### config.mk
export PLATFORM = sky130hd
export DESIGN_NAME = id_ex_forward
export DESIGN_NICKNAME = d
export VERILOG_FILES = /design/src/rtl/id_ex_forward.sv
export SDC_FILE = /design/constraint.sdc
export NUM_CORES = 1
export LEC_CHECK = 0
export CORE_ASPECT_RATIO = 0.8
export CORE_MARGIN = 2
export CORE_UTILIZATION = 39
export CTS_CLUSTER_SIZE = 25
export DETAILED_ROUTE_END_ITERATION = 16
export PLACE_DENSITY = 0.83
export REMOVE_ABC_BUFFERS = 1
export SYNTH_ARGS = -nofsm -noshare
export SYNTH_HDL_FRONTEND = slang
export SYNTH_SLANG_ARGS = --single-unit
### constraint.sdc
create_clock -name CLK -period 5 [get_ports CLK]
set_input_delay 0.75 -clock CLK [delete_from_list [all_inputs] [get_ports CLK]]
set_output_delay 0.75 -clock CLK [all_outputs]
set_load 0.1 [all_outputs]
### src/rtl/id_ex_forward.sv
// ID/EX pipeline register with EX-stage operand forwarding and load-use stall detection.
// Bubbles clear every write enable; operand fields still load but are don't-care.
module id_ex_forward #(
    parameter int DW = 32,
    parameter int RW = 5
) (
    input  logic          CLK,
    input  logic          RST,
    input  logic          DVALID,
    input  logic [3:0]    DALUC,
    input  logic [DW-1:0] DA,
    input  logic [DW-1:0] DB,
    input  logic [DW-1:0] DIMM,
    input  logic [RW-1:0] DRS,
    input  logic [RW-1:0] DRT,
    input  logic [RW-1:0] DRN,
    input  logic          DUSERT,
    input  logic          DALUSRC,
    input  logic          DWREG,
    input  logic          DM2REG,
    input  logic          DWMEM,
    input  logic          FLUSH,
    input  logic          MWREG,
    input  logic [RW-1:0] MRN,
    input  logic [DW-1:0] MALU,
    input  logic          WWREG,
    input  logic [RW-1:0] WRN,
    input  logic [DW-1:0] WDATA,
    output logic          LSTALL,
    output logic          EVALID,
    output logic          EWREG,
    output logic          EM2REG,
    output logic          EWMEM,
    output logic [3:0]    EALUC,
    output logic [RW-1:0] ERN,
    output logic [DW-1:0] EXA,
    output logic [DW-1:0] EXB,
    output logic [DW-1:0] EWDATA
);

    logic [DW-1:0] ea;
    logic [DW-1:0] eb;
    logic [DW-1:0] eimm;
    logic [RW-1:0] ers;
    logic [RW-1:0] ert;
    logic          ealusrc;
    logic          bubble;
    logic [DW-1:0] fwd_a;
    logic [DW-1:0] fwd_b;

    // A load in EX whose result ID needs cannot be forwarded yet.
    assign LSTALL = EVALID & EM2REG & (ERN != '0) & DVALID &
                    ((ERN == DRS) | (DUSERT & (ERN == DRT)));

    assign bubble = LSTALL | FLUSH | ~DVALID;

    always_ff @(posedge CLK or posedge RST) begin
        if (RST) begin
            EVALID  <= 1'b0;
            EWREG   <= 1'b0;
            EM2REG  <= 1'b0;
            EWMEM   <= 1'b0;
            EALUC   <= 4'b0000;
            ERN     <= '0;
            ea      <= '0;
            eb      <= '0;
            eimm    <= '0;
            ers     <= '0;
            ert     <= '0;
            ealusrc <= 1'b0;
        end else begin
            EVALID  <= ~bubble;
            EWREG   <= ~bubble & DWREG;
            EM2REG  <= ~bubble & DM2REG;
            EWMEM   <= ~bubble & DWMEM;
            EALUC   <= DALUC;
            ERN     <= DRN;
            ea      <= DA;
            eb      <= DB;
            eimm    <= DIMM;
            ers     <= DRS;
            ert     <= DRT;
            ealusrc <= DALUSRC;
        end
    end

    // EX/MEM wins over MEM/WB; register 0 always reads its stored value.
    always_comb begin
        fwd_a = ea;
        if (MWREG && (MRN == ers) && (ers != '0))
            fwd_a = MALU;
        else if (WWREG && (WRN == ers) && (ers != '0))
            fwd_a = WDATA;

        fwd_b = eb;
        if (MWREG && (MRN == ert) && (ert != '0))
            fwd_b = MALU;
        else if (WWREG && (WRN == ert) && (ert != '0))
            fwd_b = WDATA;
    end

    assign EXA    = fwd_a;
    assign EXB    = ealusrc ? eimm : fwd_b;
    assign EWDATA = fwd_b;

endmodule

==> results of run 1 <==
-- power breakdown --
group	leakage [nW]	internal, mW	switching (mW)
Sequential	1.40	1.02	0.0255
Combinational	2.46	0.454	0.741
Clock	0.284	0.774	0.437
Total	4.15	2.25	1.20
-- metal layers --
| layer | GRT usage, % | vias up | part of all wire (%) | routed length (um) |
|---|---|---|---|---|
| met5 | 0 | - | 0 | 0 |
| met4 | 16.7 | 0 | 4.5 | 1020 |
| met3 | 8.50 | 88 | 9.0 | 2070 |
| met2 | 52.3 | 350 | 51 | 11600 |
| met1 | 33.7 | 2777 | 36 | 8240 |
| li1 | - | 2470 | - | - |
-- worst min-delay path by stage --
stage | startpoint | endpoint | slack [ns]
after floorplan | DALUC[0] | EALUC[0] | 0.78
after global placement | EM2REG | EVALID | 0.71
after detailed placement | EVALID | EVALID | 0.84
after CTS | RST | ea[12] | 0.71
after global routing | DB[8] | eb[8] | 0.75
final | RST | ea[12] | 0.70
-- sequential cells by signal (all words and copies together) (netlist names) --
signal   cells
ea          32
eb          32
eimm        32
ERN          5
ers          5
ert          5
EALUC        4
EM2REG       1
EVALID       1
EWMEM        1
EWREG        1
ealusrc      1
-- layout make-up --
type | instances | area share [%]
timing repair buffer | 322 | 40.0
tap | 184 | 2.22
inverter | 1 | 0.0603
sequential | 120 | 28.9
clock buffer | 21 | 4.24
clock inverter | 10 | 1.24
multi-input combinational | 348 | 23.3
-- cell usage after synthesis (all sizes together) --
| cell | n | share of area [%] |
|---|---|---|
| o211ai | 1 | 0.22 |
| and3 | 32 | 3.6 |
| a21oi | 2 | 0.18 |
| buf | 14 | 1.4 |
| nand2b | 1 | 0.11 |
| nand2 | 35 | 2.4 |
| o21ai | 32 | 2.9 |
| nor2 | 3 | 0.20 |
| o22ai | 1 | 0.11 |
| xnor2 | 26 | 4.1 |
| clkbuf | 32 | 2.2 |
| nor4 | 2 | 0.45 |
| xor2 | 4 | 0.63 |
| mux2 | 32 | 6.5 |
| a31oi | 32 | 3.6 |
| and4 | 1 | 0.16 |
| dfrtp | 120 | 54 |
| mux2i | 32 | 5.7 |
| or2 | 2 | 0.22 |
| nand3 | 34 | 3.0 |
| nand4 | 5 | 0.56 |
| and2 | 4 | 0.45 |
| or4 | 2 | 0.34 |
| nor3 | 33 | 3.0 |
| o31ai | 32 | 4.3 |
| inv | 1 | 0.067 |
-- worst max-delay path: cells and delay by family (launching register included) --
kind | cells | cell delay [ns]
AOI/OAI and AO/OA | 2 | 1.21
buffers and inverters | 2 | 0.56
DFF | 1 | 0.42
muxes | 1 | 0.39
and+or+nand+nor | 2 | 0.79
-- cells by family (layout without fill, tap and decap cells) --
kind of cell | count (synthesis) | in the layout | synth area share [%]
multiplexers | 64 | 64 | 12.2
XOR/XNOR | 30 | 30 | 4.70
buffers and inverters | 47 | 354 | 3.65
AO/OA/AOI/OAI | 100 | 100 | 11.3
AND/OR/NAND/NOR | 154 | 154 | 14.4
flip-flops | 120 | 120 | 53.8
==> flow_summary.toml, run 1 <==
[cells_and_area]
final_cell_mix = "clkdlybuf4s50_1, dfrtp_1, buf_12"
final_cell_area_sq_um = 10400
area.growth.synth_to_final_pct = 85.8
n_antenna_cell = 0
layout.cells.non_filler = 1006
final_core_util_pct = 73.4
fill_cells = 893
drive_gt1_share_pct = 21.0
final_common_cell = "clkdlybuf4s50_1"
multi_input_area_sq_um = 2420
final_nets = 1010
seq_area_sq_um = 3000

[worst_setup_path]
worstReg2RegStart = "ERN[2]"
cp.required_ns = 4.25
startpoint = "ert[2]"
regToRegSetupSlack_ns = 3.47
path_max_fanout = 33
critPathKind = "flip-flop to output pin"
rr_worst_depth = 5
cp-end-kind = "output pin"
start_kind = "flip-flop"
slowest_delay_ns = 0.95
cp.arrival_ns = 3.82
cp_slowest_cell = "o211ai_4"
r2r-end = "EWMEM"
endpoint = "EXB[3]"
worstPathCellList = "or4_4, o211ai_4, or2_1, buf_4, a31oi_1, mux2_1, buf_12"

[yosys]
synthCells = 515
seq_area_frac_synth_pct = 53.8
synth-seq-cells = 120
synthesis.area_sq_um = 5590
yosysUniqueCellTypes = 31
yosysWarningCount = 0
synth_area_per_cell_sq_um = 10.8

[grt]
grt_pass1_vias = 6286
grt_usage_pct = 30.5
antenna_found_initial = 0
grt_max_degree = 65
grt_overflow_total = 0
grt_pass1_wl_um = 34500

[routing]
drc = 0
drt_iter0_drc = 402
wl_um = 22900
via_count = 5685
avgViaCountPerCell = 5.65
antenna_left = 0
first_pass_iters = 6
wire_per_inst_um = 22.8

[cts]
clock_sinks = 120
path_clk_slew_ns = 0.06
tritoncts = "done"
cts_htree_levels = 4
insertion_delay_ns = 0.42
cts_root_buf = "clkbuf_16"
post_cts_resized = 0
cts-buffers-inserted = 17
cts_hold_buffers = 0
clock_path_buffers = 2
post-cts-setup-buffers = 0

[placement]
place.gp.congestion = 0.872
place_inst = 975
io_buffers = 309
post-place-ws_ns = 0.857
post_dp_cell_area_sq_um = 9810
place_hpwl_um = 15400

[pwr]
finalPower_mw = 3.45
max-vdd-ir-drop_uv = 290
pwr_density_cell_nw_per_um2 = 333
p_leak_nw = 4.15

[floorplanning]
rows = 39
start_util_pct = 39.5
core_sq_um = 14200
dieArea_sq_um = 15300
die_w_um = 138
die_h_um = 111
io_pins = 310

[run]
drv.max_cap_violation_count = 0

[sta]
fin_tns_setup_ns = 0
hold_slack_ns = 0.696
finalClockSkew_ns = 0.00584
max_slew_margin_pct = 19.8
fin_ws_ns = 0.428
rsz0062_at_grt = "false"
finalSetupViolations = 0
fmax_mhz = 219
final_hold_viol_count = 0
fin_crit_sh_pct = 91.4
drv_slew = 0
fin_crit_ns = 4.57
tightest_slew_ns = 1.20

[status]
outcome = "finished, final reports clean"

[min_path]
hp-class = "primary input to asynchronous set/reset pin"
No activity file was read; power rests on OpenSTA's default activity.
==> run 2: changes to the inputs <==
--- a/config.mk
+++ b/config.mk
@@ -8,10 +8,11 @@
 export CORE_ASPECT_RATIO = 0.8
 export CORE_MARGIN = 2
 export CORE_UTILIZATION = 39
-export CTS_CLUSTER_SIZE = 25
+export CTS_CLUSTER_SIZE = 24
 export DETAILED_ROUTE_END_ITERATION = 16
 export PLACE_DENSITY = 0.83
 export REMOVE_ABC_BUFFERS = 1
+export SETUP_SLACK_MARGIN = 0.1
 export SYNTH_ARGS = -nofsm -noshare
 export SYNTH_HDL_FRONTEND = slang
 export SYNTH_SLANG_ARGS = --single-unit
==> results of run 2 <==
No change in the layout: final DEF, timing and power equal those of run 1.
